==> src/rtl/beta_lsu.sv <==
// Load/store unit: turns the decode memory fields + ALU address into one req/gnt/rvalid data access.
// Latency: accept c0, req/gnt c1, rvalid c2, writeback pulse c3; each gnt/rvalid wait adds one cycle.
// Backpressure: stalls the pipeline from accept until the response; glb_stall_i only gates acceptance.
module beta_lsu #(
  parameter int ADDR_W = 32,
  parameter int DATA_W = 32
) (
  input  logic              clk_i,
  input  logic              rst_ni,
  input  logic              glb_stall_i,
  input  logic              exe_mem_op_en_i,
  input  logic              exe_mem_op_i,
  input  logic [1:0]        exe_mem_op_size_i,
  input  logic              dec_not_sign_ext_i,
  input  logic [ADDR_W-1:0] addr_i,
  input  logic [DATA_W-1:0] wdata_i,
  input  logic [4:0]        rd_addr_i,
  output logic              lsu_stall_o,
  output logic              lsu_misaligned_o,
  output logic              data_req_o,
  input  logic              data_gnt_i,
  input  logic              data_rvalid_i,
  output logic [ADDR_W-1:0] data_addr_o,
  output logic              data_we_o,
  output logic [3:0]        data_be_o,
  output logic [DATA_W-1:0] data_wdata_o,
  input  logic [DATA_W-1:0] data_rdata_i,
  output logic              wb_valid_o,
  output logic [4:0]        wb_rd_addr_o,
  output logic [DATA_W-1:0] wb_data_o
);

  typedef enum logic [1:0] {
    S_IDLE = 2'd0,
    S_REQ  = 2'd1,
    S_WAIT = 2'd2,
    S_DONE = 2'd3
  } state_t;

  state_t state_q, state_d;

  // Captured access (word address only; the byte offset is kept separately)
  logic [ADDR_W-1:2] addr_q;
  logic              we_q;
  logic [3:0]        be_q;
  logic [DATA_W-1:0] wdata_q;
  logic [1:0]        size_q;
  logic [1:0]        off_q;
  logic              nse_q;
  logic [4:0]        rd_q;

  logic              wb_valid_q;
  logic [4:0]        wb_rd_q;
  logic [DATA_W-1:0] wb_data_q;
  logic              mis_q;

  logic              size_legal;
  logic              aligned;
  logic              req_ok;
  logic              accept;
  logic              misal;
  logic [3:0]        be_d;
  logic [DATA_W-1:0] wdata_d;
  logic [7:0]        ld_byte;
  logic [15:0]       ld_half;
  logic [DATA_W-1:0] ld_ext;
  logic              ld_done;

  // Acceptance decode: legal size and natural alignment for the access width
  always_comb begin
    size_legal = (exe_mem_op_size_i != 2'b11);
    aligned    = 1'b0;
    case (exe_mem_op_size_i)
      2'b00:   aligned = 1'b1;
      2'b01:   aligned = ~addr_i[0];
      2'b10:   aligned = (addr_i[1:0] == 2'b00);
      default: aligned = 1'b0;
    endcase
    req_ok = exe_mem_op_en_i & ~glb_stall_i;
    accept = (state_q == S_IDLE) & req_ok & size_legal & aligned;
    misal  = (state_q == S_IDLE) & req_ok & ~(size_legal & aligned);
  end

  // Store lane placement: byte enables by offset, data replicated across lanes
  always_comb begin
    be_d    = 4'b0000;
    wdata_d = wdata_i;
    case (exe_mem_op_size_i)
      2'b00: begin
        be_d    = 4'b0001 << addr_i[1:0];
        wdata_d = {4{wdata_i[7:0]}};
      end
      2'b01: begin
        be_d    = addr_i[1] ? 4'b1100 : 4'b0011;
        wdata_d = {2{wdata_i[15:0]}};
      end
      default: begin
        be_d    = 4'b1111;
        wdata_d = wdata_i;
      end
    endcase
  end

  // Load lane extraction and sign/zero extension from the captured offset and size
  always_comb begin
    ld_byte = data_rdata_i[7:0];
    case (off_q)
      2'd0:    ld_byte = data_rdata_i[7:0];
      2'd1:    ld_byte = data_rdata_i[15:8];
      2'd2:    ld_byte = data_rdata_i[23:16];
      default: ld_byte = data_rdata_i[31:24];
    endcase
    ld_half = off_q[1] ? data_rdata_i[31:16] : data_rdata_i[15:0];
    case (size_q)
      2'b00:   ld_ext = {{24{~nse_q & ld_byte[7]}}, ld_byte};
      2'b01:   ld_ext = {{16{~nse_q & ld_half[15]}}, ld_half};
      default: ld_ext = data_rdata_i;
    endcase
    ld_done = (state_q == S_WAIT) & data_rvalid_i & ~we_q;
  end

  // FSM next state; DONE is a one-cycle guard so the completed op is not re-issued
  always_comb begin
    state_d = state_q;
    case (state_q)
      S_IDLE: if (accept) state_d = S_REQ;
      S_REQ:  if (data_gnt_i) state_d = S_WAIT;
      S_WAIT: if (data_rvalid_i) state_d = S_DONE;
      default: state_d = S_IDLE;
    endcase
  end

  // FSM state register
  always_ff @(posedge clk_i or negedge rst_ni) begin
    if (!rst_ni) state_q <= S_IDLE;
    else         state_q <= state_d;
  end

  // Access capture on accept, writeback capture on load response, misalign pulse
  always_ff @(posedge clk_i or negedge rst_ni) begin
    if (!rst_ni) begin
      addr_q     <= '0;
      we_q       <= 1'b0;
      be_q       <= 4'b0000;
      wdata_q    <= '0;
      size_q     <= 2'b00;
      off_q      <= 2'b00;
      nse_q      <= 1'b0;
      rd_q       <= 5'd0;
      wb_valid_q <= 1'b0;
      wb_rd_q    <= 5'd0;
      wb_data_q  <= '0;
      mis_q      <= 1'b0;
    end else begin
      if (accept) begin
        addr_q  <= addr_i[ADDR_W-1:2];
        we_q    <= exe_mem_op_i;
        be_q    <= be_d;
        wdata_q <= wdata_d;
        size_q  <= exe_mem_op_size_i;
        off_q   <= addr_i[1:0];
        nse_q   <= dec_not_sign_ext_i;
        rd_q    <= rd_addr_i;
      end
      wb_valid_q <= ld_done;
      if (ld_done) begin
        wb_rd_q   <= rd_q;
        wb_data_q <= ld_ext;
      end
      mis_q <= misal;
    end
  end

  // Stall covers the accept cycle through the response; never asserted under reset
  assign lsu_stall_o      = rst_ni & (accept | (state_q == S_REQ) | (state_q == S_WAIT));
  assign lsu_misaligned_o = mis_q;
  assign data_req_o       = (state_q == S_REQ);
  assign data_addr_o      = {addr_q, 2'b00};
  assign data_we_o        = we_q;
  assign data_be_o        = be_q;
  assign data_wdata_o     = wdata_q;
  assign wb_valid_o       = wb_valid_q;
  assign wb_rd_addr_o     = wb_rd_q;
  assign wb_data_o        = wb_data_q;

endmodule

==> config.mk <==
export PLATFORM = sky130hd
export DESIGN_NAME = beta_lsu
export DESIGN_NICKNAME = d
export VERILOG_FILES = /design/src/rtl/beta_lsu.sv
export SDC_FILE = /design/constraint.sdc
export NUM_CORES = 1
export LEC_CHECK = 0
export CORE_AREA = 4 4 119 121
export DETAILED_ROUTE_END_ITERATION = 10
export DIE_AREA = 0 0 123 125
export PLACE_DENSITY = 0.76
export SLEW_MARGIN = 20
export SYNTH_ARGS = -nofsm -noshare
export SYNTH_HDL_FRONTEND = slang
export SYNTH_SLANG_ARGS = --single-unit
==> constraint.sdc <==
create_clock -name clk_i -period 2.4 [get_ports clk_i]
set_input_delay 0.24 -clock clk_i [delete_from_list [all_inputs] [get_ports clk_i]]
set_output_delay 0.24 -clock clk_i [all_outputs]
set_load 0.05 [all_outputs]
==> run summary, run 1 <==
largest net degree at the start of global routing: 119
share of layout cells above drive strength 1: 14.3%
detailed placement HPWL: 12.5 mm
HP Class: primary input to register
CTS Buf Count: 17
most common cell in the netlist: dfrtp_1
Initial Util: 43.0%
# IOs: 221
Synth area leaders: dfrtp_1 52%, mux2_4 13%, mux2i_1 4.6%
EDFF count, synth: 0
setup tns final: 0 ns
CORE AREA: 13100 sq um
clock period minus worst slack: 2.31 ns
routed via count: 4837
first-pass GRT wire length: 26.8 mm
1st-iter DRT viols: 377
Final Skew: 0.0105 ns
port buffer count: 218
proportion of netlist area held by the largest area contributor: 52.5%
fin area: 8680 sq um
Detailed Route WL: 17.1 mm
WL per Instance: 18.8 microns
smallest hold slack: 0.444 ns
CP max FO: 10
total grt overflow: 0
clock buffer depth: 2
top_reg_cell synth: dfrtp_1
status: finished clean
Vias per Instance: 5.31
met3 WL: 1.52 mm
post-route clock period utilization: 96.1%
placed inst area: 8040 sq um
DR WL met2: 8.11 mm
worst skew pair latency: 0.41 ns
number of global-route vias before repair: 5044
row cnt: 42
WP data arrival: 2.07 ns
Worst-path clk slew: 0.05 ns
Critical Path RT: 2.16 ns
initial antenna violation count: 0
setup violators final: 0
cell taking the most area after synthesis: dfrtp_1
Mapped Area: 5630 sq um
TritonRoute pass-1 iters: 5
Async SR Flop Fraction: 100%
syn avg cell area: 11.3 sq um
synthesis-to-finish area growth: 54.3%
Pleak: 3.88 nW
Max-Cap Viols: 0
Post-CTS Resized: 0
Gate Count Post-Synth: 497
Crit Path Category: register to output port
pins over their slew limit: 0
Final Net Count: 837
commonest cells in the netlist: 118 x dfrtp_1, 55 x nand2_1, 48 x mux2_4, 48 x o21ai_0, 44 x a21oi_1
Buffers & Inverters on Critical Path: 2
Crit-path slowest cell: dfrtp_1
Fin. Hold Viols: 0
H-tree Lvls: 4
Netlist cell types: 37
synthesized flop and latch total: 118
die height: 125 microns
die area: 15400 sq um
Ys Warns: 0
Max Fclk: 433 MHz
GPL Wtd Cong: 0.879
Die Span X: 123 microns
top cell family by delay on the critical path: compound AO/OA/AOI/OAI gates
Antenna diodes: 0
CTS tree: done
crit-path cells: inv_1 > ha_1 > nand3b_1 > a21o_4 > a31oi_2 > buf_12
pwr dens: 1590 nW/um^2
max layer used: met4
setup repair after global routing missed its margin: false
Clock Tree Root: clkbuf_16
Tot GR Track Use: 22.4%
M1 wire length: 6.91 mm
Setup crit start kind: register
post-synthesis sequential area ratio: 52.5%
relative slew slack: 43.3%
DRC: 0
Final ANT Viol Nets: 0
Worst VDD drop: 0.000952 V
critical path endpoint category: output port
worst-margin pin slew: 0.848 ns
clock sinks: 118
max incr delay on CP: 0.40 ns
[cells by family (layout without fill, tap and decap cells)]
group | after synthesis | after routing | share of synthesized area, %
AOI/OAI and AO/OA | 157 | 158 | 17.1
DFF | 118 | 118 | 52.5
and+or+nand+nor | 95 | 95 | 7.12
muxes | 77 | 77 | 18.2
buffers and inverters | 44 | 280 | 3.98
adders and majority gates | 4 | 4 | 0.890
other | 1 | 2 | 0.0666
xor gates and xnor gates | 1 | 1 | 0.156
[placed cells by master, fill, tap and decap left out, types with 3 or more instances in the layout]
cell type        instances
ha_1                     4
nor2_1                  23
a22oi_1                  8
clkbuf_16               17
o211ai_1                16
a21oi_1                 44
clkbuf_1                 5
nor2b_1                  8
o22ai_1                  3
mux2_4                  48
o31ai_1                  6
o21ai_0                 48
bufinv_16                4
a211oi_1                 6
nand2_1                 55
buf_12                   3
inv_1                    8
clkdlybuf4s50_1        216
buf_4                   20
a21o_1                   8
mux2i_1                 26
o2bb2ai_1                7
nand3b_1                 3
dfrtp_1                118
[worst register-to-register path: stages, from the launching register on]
cell	delay, ns
dfrtp_1	0.67
nor2_1	0.14
a221oi_1	0.33
o21a_1	0.45
o21ai_0	0.18
[metal layers]
metal / vias up / global-route usage, %
met1: 2318 / 27.2
met2: 251 / 35.7
li1: 2229 / -
met3: 39 / 7.36
met4: 0 / 10.9
met5: - / 0
[sequential cells by signal, indices dropped and copies added, names as in the netlist]
name,count
addr_q,30
data_we_o,1
off_q,2
wb_rd_addr_o,5
lsu_misaligned_o,1
state_q,2
data_wdata_o,32
data_be_o,4
wb_data_o,32
nse_q,1
wb_valid_o,1
rd_q,5
size_q,2
[power breakdown]
part	switching (mW)	total, mW	internal, mW
sequential	0.716	3.67	2.95
combinational	4.67	7.49	2.82
clock	0.853	2.64	1.79
total	6.24	13.8	7.56
[through the flow]
step	cells	util [%]	total power [mW]	worst slack, ns
after floorplan	498	-	8.49	0.194
after global placement	876	61.4	11.0	0.153
after detailed placement	876	61.4	11.2	0.118
after CTS	911	66.3	13.9	0.0347
after global routing	911	66.3	14.4	0.0122
final	911	66.3	13.8	0.0930
[timing repair]
| action | in CTS | in global routing |
|---|---|---|
| hold buffers | 1 | 0 |
| setup endpoints to repair | 1 | 0 |
| buffers inserted | 1 | 0 |
| endpoints found under the hold margin | 25 | 0 |
[layout make-up]
| cell class | instances | area (sq um) |
|---|---|---|
| clock buffers | 24 | 472 |
| inverters | 8 | 30.0 |
| well taps | 176 | 220 |
| fillers | 984 | 4410 |
| repair buffers | 240 | 2380 |
| clock inverters | 8 | 146 |
| flip-flops and latches | 118 | 2950 |
| multi-input cells | 337 | 2480 |
[worst paths after layout]
path | start | depth (start not counted) | end | slack, ns
worst max-delay path | state_q[0] | 6 | lsu_stall_o | 0.09
worst min register to register | rd_q[0] | 2 | wb_rd_addr_o[0] | 0.47
max in group asynchronous | rst_ni | 3 | addr_q[13] | 1.39
worst max register to register | size_q[0] | 4 | wb_data_o[25] | 0.48
min in group asynchronous | rst_ni | 3 | wb_data_o[7] | 0.58
worst min-delay path | rd_addr_i[0] | 2 | rd_q[0] | 0.44
Power figures use the tool's default switching activity.
==> run 2, diff against run 1 <==
--- a/config.mk
+++ b/config.mk
@@ -9,7 +9,6 @@
 export DETAILED_ROUTE_END_ITERATION = 10
 export DIE_AREA = 0 0 123 125
 export PLACE_DENSITY = 0.76
-export SLEW_MARGIN = 20
 export SYNTH_ARGS = -nofsm -noshare
 export SYNTH_HDL_FRONTEND = slang
 export SYNTH_SLANG_ARGS = --single-unit
==> results of run 2 <==
No change in the layout: final DEF, timing and power equal those of run 1.
==> run 3, diff against run 2 <==
==> config.mk (replaced) <==
export PLATFORM = sky130hd
export DESIGN_NAME = beta_lsu
export DESIGN_NICKNAME = d
export VERILOG_FILES = /design/src/rtl/beta_lsu.sv
export SDC_FILE = /design/constraint.sdc
export NUM_CORES = 1
export LEC_CHECK = 0
export CORE_AREA = 4 4 117 119
export DETAILED_ROUTE_END_ITERATION = 10
export DIE_AREA = 0 0 121 123
export DONT_BUFFER_PORTS = 1
export PLACE_DENSITY = 0.56
export SYNTH_ARGS = -nofsm -noshare
export SYNTH_HDL_FRONTEND = slang
export SYNTH_SLANG_ARGS = --single-unit
==> run summary, run 3 (synthesis gave the netlist of run 1 again) <==
internal cell power: 6.16 mW (-18%)
Worst VDD drop: 0.000768 V (-19%)
Worst-path clk slew: 0.05 ns (about the same)
Setup WS pre-CTS: 0.261 ns (+0.143 ns)
Detailed Route WL: 14.9 mm (-13%)
commonest cells after routing, fill and taps aside: 118 x dfrtp_1, 64 x dlygate4sd3_1, 55 x nand2_1, 48 x o21ai_0, 48 x mux2_4
first-pass GRT wire length: 23.3 mm (-13%)
worst r2r dst: addr_q[22]
port buffer count: 0 (-100%)
hold_buf cts: 64 (+63)
H-tree Lvls: 4 (unchanged)
DRC: 0 (unchanged)
total grt overflow: 0 (unchanged)
Die Span X: 121 microns (-1.6%)
die area: 14900 sq um (-3.2%)
smallest hold slack: -0.466 ns (-0.910 ns)
Pleak: 3.32 nW (-14%)
Gate power share: 21.1% (-33 points)
status: finished with violations
Final Skew: 0.00702 ns (-0.00350 ns)
clock period minus worst slack: 2.23 ns (-0.0774 ns)
initial antenna violation count: 0 (unchanged)
Max-Cap Viols: 0 (unchanged)
switching power: 5.89 mW (-5.7%)
detailed placement HPWL: 9.99 mm (-20%)
CTS tree: done
Final ANT Viol Nets: 0 (unchanged)
Final Net Count: 683 (-18%)
setup repair after global routing missed its margin: false
post-route clock period utilization: 92.9% (-3.2 points)
sw frac: 48.9% (+3.6 points)
Tot GR Track Use: 20.3% (-2.1 points)
clock share of power: 23.0% (+3.8 points)
Vias per Instance: 5.50 (+3.5%)
number of global-route vias before repair: 4366 (-13%)
failing checks: hold timing
post-layout util: 56.9% (-9.4 points)
Critical Path RT: 2.16 ns (about the same)
Fin. Hold Viols: 118 (+118)
synthesis-to-finish area growth: 27.2%
clock buffer depth: 2 (unchanged)
Flop pwr share: 55.9% (+29 points)
reg2reg start: state_q[0]
Antenna diodes: 0 (unchanged)
# IOs: 221 (unchanged)
setup tns final: 0 ns (unchanged)
WL per Instance: 19.9 microns (+5.6%)
CORE AREA: 12600 sq um (-3.9%)
commonest non-fill, non-tap cell in the layout: dfrtp_1
Max Fclk: 449 MHz (+3.5%)
critical path endpoint category: output port
1st-iter DRT viols: 225 (-40%)
worst-margin pin slew: 0.572 ns (-0.276 ns)
Post-CTS Resized: 0 (unchanged)
setup violators final: 0 (unchanged)
worst skew pair latency: 0.41 ns (about the same)
Initial Util: 44.8% (+1.8 points)
pwr dens: 1680 nW/um^2 (+5.9%)
setup ws final: 0.170 ns (+0.0774 ns)
pins over their slew limit: 0 (unchanged)
CTS Buf Count: 17 (unchanged)
Clock Tree Root: clkbuf_16
largest net degree at the start of global routing: 120 (+0.84%)
Reg2Reg Setup Slack: 0.25 ns (-0.23 ns)
Setup crit start kind: register
GPL Wtd Cong: 0.839 (-4.5%)
r2r worst-path depth: 7 (+3)
share of layout cells above drive strength 1: 18.4% (+4.2 points)
routed via count: 4133 (-15%)
Final Instance Count excl. Fillers: 752 (-17%)
Crit Path Category: register to output port
clock sinks: 118 (unchanged)
CP max FO: 5 (-5)
WP data arrival: 1.99 ns (-0.08 ns)
relative slew slack: 61.9% (+19 points)
die height: 123 microns (-1.6%)
Placed Cells: 652 (-26%)
row cnt: 41 (-2.4%)
TritonRoute pass-1 iters: 4 (-1)
HP Class: primary input to asynchronous set/reset pin
run 3: per-layer routing:
metal	track usage (%)	vias up	part of all wire (%)
met2	33.4	186	49
met1	23.6	2000	39
met4	8.36	0	2.1
li1	-	1925	-
met5	0	-	0
met3	8.23	22	9.9
run 3: timing repair:
item                                    CTS  global route
gates cloned                              1             0
endpoints found under the hold margin   185           118
pin swaps                                 0             1
endpoints found under the setup margin    1             1
buffers inserted                          1             3
run 3: cell type report:
class | instances | area (sq um)
Clock inverter | 9 | 173
Clock buffer | 22 | 474
Timing Repair Buffer | 86 | 831
Fill cell | 1083 | 5410
Inverter | 8 | 30.0
Sequential cell | 118 | 2950
Tap cell | 172 | 215
Multi-Input combinational cell | 337 | 2480
run 3: stage by stage:
stage / power (mW) / instance area [sq um] / hold slack [ns]
3_5_place_dp: 9.21 / 5830 / -0.0526
6_report: 12.1 / 7160 / -0.466
4_1_cts: 12.1 / 7130 / -0.493
3_3_place_gp: 9.10 / 5830 / -0.0526
5_1_grt: 12.6 / 7160 / -0.495
2_1_floorplan: 8.49 / 5640 / -0.0556
run 3: how the worst max path moves through the flow:
stage                    start          end  slack (ns)  cells after the start
finish              state_q[0]  lsu_stall_o        0.17                      6
global route        state_q[0]  lsu_stall_o        0.06                      6
CTS                 state_q[0]  lsu_stall_o        0.07                      6
detailed placement  state_q[0]    addr_q[8]        0.26                      6
global placement    state_q[0]   addr_q[21]        0.34                      6
floorplan           state_q[0]  lsu_stall_o        0.19                      7
run 3: worst max-delay path: stages (launching register included):
cell and delay (ns):
dfrtp_1 0.41, inv_1 0.12, ha_1 0.22, nand3b_1 0.19
a21o_4 0.25, a31oi_2 0.17, buf_4 0.22
run 3: power groups by stage:
stage                     logic [mW]  registers, mW  clock network (mW)
after detailed placement        2.45           6.77                   0
final                           2.55           6.73                2.77
after global placement          2.33           6.77                   0
after floorplan                 2.04           6.45                   0
after global routing            2.83           6.86                2.92
after CTS                       2.54           6.75                2.84
==> patch 1, RTL diff (flow settings as in run 1) <==
Encoding of `state_t`: now one-hot (4 bits for 4 states).
--- a/src/rtl/beta_lsu.sv
+++ b/src/rtl/beta_lsu.sv
@@ -30,11 +30,11 @@
   output logic [DATA_W-1:0] wb_data_o
 );
 
-  typedef enum logic [1:0] {
-    S_IDLE = 2'd0,
-    S_REQ  = 2'd1,
-    S_WAIT = 2'd2,
-    S_DONE = 2'd3
+  typedef enum logic [3:0] {
+    S_IDLE = 4'b0001,
+    S_REQ  = 4'b0010,
+    S_WAIT = 4'b0100,
+    S_DONE = 4'b1000
   } state_t;
 
   state_t state_q, state_d;
Function: same outputs for any inputs over 10 cycles, from zero or initial values and one cycle with rst_ni low; not proved beyond that.
==> patch 1 against run 1 <==
Critical endpoint unchanged. Maximum frequency grew 4.4%. Global-route usage shrank 0.84 points. Sequential cell count grew 2. Critical path type unchanged. Count of clock-buffer cells in the layout shrank 1. Final area is essentially flat. Synthesized area grew 2.4%. Setup slack gained 0.097 ns. Routed wire length shrank 3.9%.
Power is not compared: it rests on default switching activity, and its combinational part moved more than twofold at a synthesized area within 25%.
==> patch 1: results (changes against run 1) <==
| Metric | Value |
|---|---|
| Clock network share of area | `7.09% (was 7.12%)` |
| Worst EP arrival | `1.97 ns (was 2.07 ns)` |
| Seq/Total Area, Yosys | `52.2% (was 52.5%)` |
| Layout clock buffer count | `23 (was 24)` |
| Compound-gate portion of the synthesized area | `12.4% (was 17.1%)` |
| Worst Hold Launch | `data_rdata_i[21] (was rd_addr_i[0])` |
| Worst slew margin | `54.2% (was 43.3%)` |
| R2r startpoint | `off_q[0] (was size_q[0])` |
| Synth Area in XOR/XNOR | `0.152% (was 0.156%)` |
| H-tree levels | `4 (unchanged)` |
| Final Instance Area | `0.00868 mm^2 (about the same)` |
| First-pass GRT wire length | `26100 um (was 26800 um)` |
| Seq_cells | `120 (was 118)` |
| Vias | `4740 (was 4837)` |
| Proportion of layout cells with a drive suffix above 1 | `15.4% (was 14.3%)` |
| Invs w/o clock | `3 (was 8)` |
| Most frequent cells after synthesis | `119 x dfrtp_1, 69 x nand2_1, 53 x a21oi_1 (was 118 x dfrtp_1, 55 x nand2_1, 48 x mux2_4, 48 x o21ai_0, 44 x a21oi_1)` |
| DP Wirelength | `11700 um (was 12500 um)` |
| Hold_ws | `0.441 ns (was 0.444 ns)` |
| Utilization after layout | `66.4% (was 66.3%)` |
| Count of plain and timing-repair buffers | `230 (was 240)` |
| Reg2reg end | `wb_data_o[13] (was wb_data_o[25])` |
| Post-synth cell types | `50 (was 37)` |
| Fillers | `992 (was 984)` |
| CP Launch Point | `state_q[0] (unchanged)` |
| Placement Setup Slack | `0.283 ns (was 0.118 ns)` |
| Setup Buffers After CTS | `0 (was 1)` |
| Area of the multi-input gates | `0.00251 mm^2 (was 0.00248 mm^2)` |
| Multi-In Gates | `349 (was 337)` |
| Dpl cells | `877 (was 876)` |
| Initial DRT Pass Iterations | `4 (was 5)` |
| Status | `complete, no violations (unchanged)` |
| Pin count of the biggest net entering global routing | `121 (was 119)` |
| DRT iter0 DRCs | `339 (was 377)` |
| Placed cell areas | `0.00806 mm^2 (was 0.00804 mm^2)` |
| Wirelength per Cell | `18.1 um (was 18.8 um)` |
| Worst min-delay path endpoint | `wb_data_o[21] (was rd_q[0])` |
| Critical-path maximum fanout | `5 (was 10)` |
| Dominant cells by area after synthesis | `dfrtp_1 52%, mux2_4 13%, mux2i_1 4.7% (was dfrtp_1 52%, mux2_4 13%, mux2i_1 4.6%)` |
| Seq/total area | `34.6% (was 34.0%)` |
| Final nets | `832 (was 837)` |
| Clk_skew | `0.0126 ns (was 0.0105 ns)` |
| Synthesized-area fraction occupied by adder cells | `0% (was 0.889%)` |
| Hold Path Depth | `3 (was 2)` |
| Worst setup margin | `0.190 ns (was 0.0930 ns)` |
| Layout Cells excl Fill | `909 (was 911)` |
| Post-synthesis mux area share | `18.6% (was 18.2%)` |
| Vias in the first global route | `5076 (was 5044)` |
| Data buffer area share | `26.7% (was 27.4%)` |
patch 1: changes by cell type after synthesis, moves of 7 or more:
cell             run 1  this run
inv_1                8         1
nor2_1              23        44
a21oi_1             44        53
clkbuf_1            20        10
nand2_1             55        69
o211ai_1            16         0
a21o_1               9         0
o21ai_0             48        27
patch 1: layer usage:
layer	up-vias	GRT usage (%)	share of wire [%]
met5	-	0	0
met3	24	8.49	11
met1	2294	26.6	41
met2	225	34.3	46
met4	0	7.82	1.7
li1	2197	-	-
patch 1: power by group:
| group | internal [mW] | switching, mW |
|---|---|---|
| sequential | 2.38 | 0.243 |
| combinational | 1.22 | 1.80 |
| clock | 1.76 | 0.867 |
patch 1: cells by family after synthesis:
group | count (synthesis)
xor+xnor | 1
compound gates | 116
mux | 82
other cells | 1
flops | 120
buf+inv | 38
simple gates | 148
patch 1: critical path, cell delays in order, from the launching register on:
cell	delay, ns
dfstp_2	0.55
nor2b_1	0.34
o211ai_4	0.14
and2_1	0.17
nor2b_1	0.20
buf_12	0.17
==> patch 2, RTL diff (config.mk and constraints of run 1) <==
Without the edit above. The parameter `ADDR_W` goes from 32 to 16.
--- a/src/rtl/beta_lsu.sv
+++ b/src/rtl/beta_lsu.sv
@@ -2,7 +2,7 @@
 // Latency: accept c0, req/gnt c1, rvalid c2, writeback pulse c3; each gnt/rvalid wait adds one cycle.
 // Backpressure: stalls the pipeline from accept until the response; glb_stall_i only gates acceptance.
 module beta_lsu #(
-  parameter int ADDR_W = 32,
+  parameter int ADDR_W = 16,
   parameter int DATA_W = 32
 ) (
   input  logic              clk_i,
Ports: changed (resized addr_i and data_addr_o); port bits go from 221 to 189. No check against the original RTL was run, so the function may have changed too.
==> patch 2 against run 1 <==
Final cell count decreased by 8.8%. Final area decreased by 15%. Critical endpoint unchanged. Routed wire length decreased by 13%. Maximum frequency increased by 3.8%. Count of clock-buffer cells in the layout decreased by 13. Die area unchanged. Total power decreased by 20%. Synthesized area decreased by 12%. Sequential cell count decreased by 16. Critical path type unchanged. Setup slack improved by 0.085 ns.
==> patch 2: results (changes against run 1) <==
| Metric | Value |
|---|---|
| Critical-path maximum fanout | `12 (was 10)` |
| Setup Buffers After CTS | `0 (was 1)` |
| Dominant cells by area after synthesis | `dfrtp_1 51%, mux2_4 9.1%, mux2i_1 5.2% (was dfrtp_1 52%, mux2_4 13%, mux2i_1 4.6%)` |
| Vias | `4368 (was 4837)` |
| R2r startpoint | `state_q[0] (was size_q[0])` |
| Pleak | `3.23 nW (was 3.88 nW)` |
| Post-synth cell types | `36 (was 37)` |
| Proportion of layout cells with a drive suffix above 1 | `12.1% (was 14.3%)` |
| RePlAce Congestion | `0.889 (was 0.879)` |
| Clk_skew | `0.00751 ns (was 0.0105 ns)` |
| Clock Latency Late Sink | `0.34 ns (was 0.41 ns)` |
| Placed cell areas | `0.00707 mm^2 (was 0.00804 mm^2)` |
| DP Wirelength | `11300 um (was 12500 um)` |
| Compound-gate portion of the synthesized area | `19.2% (was 17.1%)` |
| Final nets | `749 (was 837)` |
| Synth Area in XOR/XNOR | `0.177% (was 0.156%)` |
| Most frequent cells after synthesis | `102 x dfrtp_1, 54 x nand2_1, 47 x o21ai_0 (was 118 x dfrtp_1, 55 x nand2_1, 48 x mux2_4, 48 x o21ai_0, 44 x a21oi_1)` |
| H-tree levels | `3 (was 4)` |
| CTS Buf Count | `9 (was 17)` |
| Clk slew on worst S/H paths | `0.07 ns (was 0.05 ns)` |
| Post-synthesis mux area share | `15.9% (was 18.2%)` |
| Fillers | `1092 (was 984)` |
| IO buf count | `186 (was 218)` |
| Status | `complete, no violations (unchanged)` |
| Worst slew margin | `37.1% (was 43.3%)` |
| First-pass GRT wire length | `23400 um (was 26800 um)` |
| Placement Setup Slack | `0.193 ns (was 0.118 ns)` |
| Hold crit path type | `input pin to async pin (was input pin to register)` |
| R2R depth | `6 (was 4)` |
| Pin count of the biggest net entering global routing | `57 (was 119)` |
| Synthesized-area fraction occupied by adder cells | `1.01% (was 0.889%)` |
| VDD IR max | `822 uV (was 952 uV)` |
| Seq/Total Area, Yosys | `51.5% (was 52.5%)` |
| Reg2reg end | `addr_q[7] (was wb_data_o[25])` |
| Final wirelength | `14900 um (was 17100 um)` |
| GRT Total Usage | `19.0% (was 22.4%)` |
| DRT iter0 DRCs | `350 (was 377)` |
-- patch 2: cell count changes after synthesis, sizes merged --
cell	change
a22oi	+2
a32oi	-2
buf	-4
clkbuf	+2
dfrtp	-16
inv	-1
mux2	-15
nand2	-1
nor2b	+1
o21ai	-1
-- patch 2: through the flow --
| stage | power, mW | instances | hold WS, ns | util (%) |
|---|---|---|---|---|
| after detailed placement | 9.63 | 815 | 0.422 | 54.1 |
| after CTS | 11.0 | 831 | 0.0541 | 56.2 |
| after floorplan | 7.31 | 463 | -0.0556 | - |
| after global placement | 9.49 | 815 | 0.421 | 54.1 |
| final | 11.0 | 831 | 0.0473 | 56.2 |
| after global routing | 11.5 | 831 | 0.0768 | 56.2 |
-- patch 2: final cells by class --
| class | count | area, um^2 | share of cell area (%) |
|---|---|---|---|
| Multi-Input combinational cell | 320 | 2230 | 30.3 |
| Timing Repair Buffer | 210 | 2050 | 27.9 |
| Inverter | 7 | 26.3 | 0.357 |
| Sequential cell | 102 | 2550 | 34.7 |
| Clock inverter | 5 | 43.8 | 0.596 |
| Tap cell | 176 | 220 | 3.00 |
| Clock buffer | 11 | 233 | 3.17 |
-- patch 2: cells by family (layout without fill, tap and decap cells) --
group / after synthesis / count (layout)
and+or+nand+nor: 95 / 95
xor gates and xnor gates: 1 / 1
adders and majority gates: 4 / 4
DFF: 102 / 102
other: 1 / 2
buffers and inverters: 41 / 233
AOI/OAI and AO/OA: 156 / 156
muxes: 62 / 62
-- patch 2: routing by layer --
| layer | vias up | GRT usage [%] | part of all wire (%) |
|---|---|---|---|
| met2 | 203 | 30.2 | 47 |
| met4 | 0 | 6.12 | 2.5 |
| met3 | 23 | 6.01 | 8.7 |
| met1 | 2122 | 24.8 | 42 |
| li1 | 2020 | - | - |
| met5 | - | 0 | 0 |
-- patch 2: worst max-delay path by stage --
stage / startpoint / end / slack, ns / cells after the start
2_1_floorplan: state_q[0] / lsu_stall_o / 0.18 / 7
6_report: state_q[0] / lsu_stall_o / 0.18 / 6
3_5_place_dp: exe_mem_op_size_i[0] / addr_q[7] / 0.19 / 5
3_3_place_gp: exe_mem_op_size_i[0] / addr_q[9] / 0.23 / 5
4_1_cts: state_q[0] / lsu_stall_o / 0.17 / 6
5_1_grt: state_q[0] / lsu_stall_o / 0.09 / 6
-- patch 2: critical path: cells and delay by family, from the launching register on --
family	cells	cell delay (ns)
DFF	1	0.41
AOI/OAI and AO/OA	2	0.55
and+or+nand+nor	1	0.16
buffers and inverters	2	0.29
adders and majority gates	1	0.22
-- patch 2: where the power goes --
group | switching, mW | internal [mW]
Sequential | 0.610 | 2.54
Combinational | 4.06 | 2.40
Clock | 0.665 | 0.718
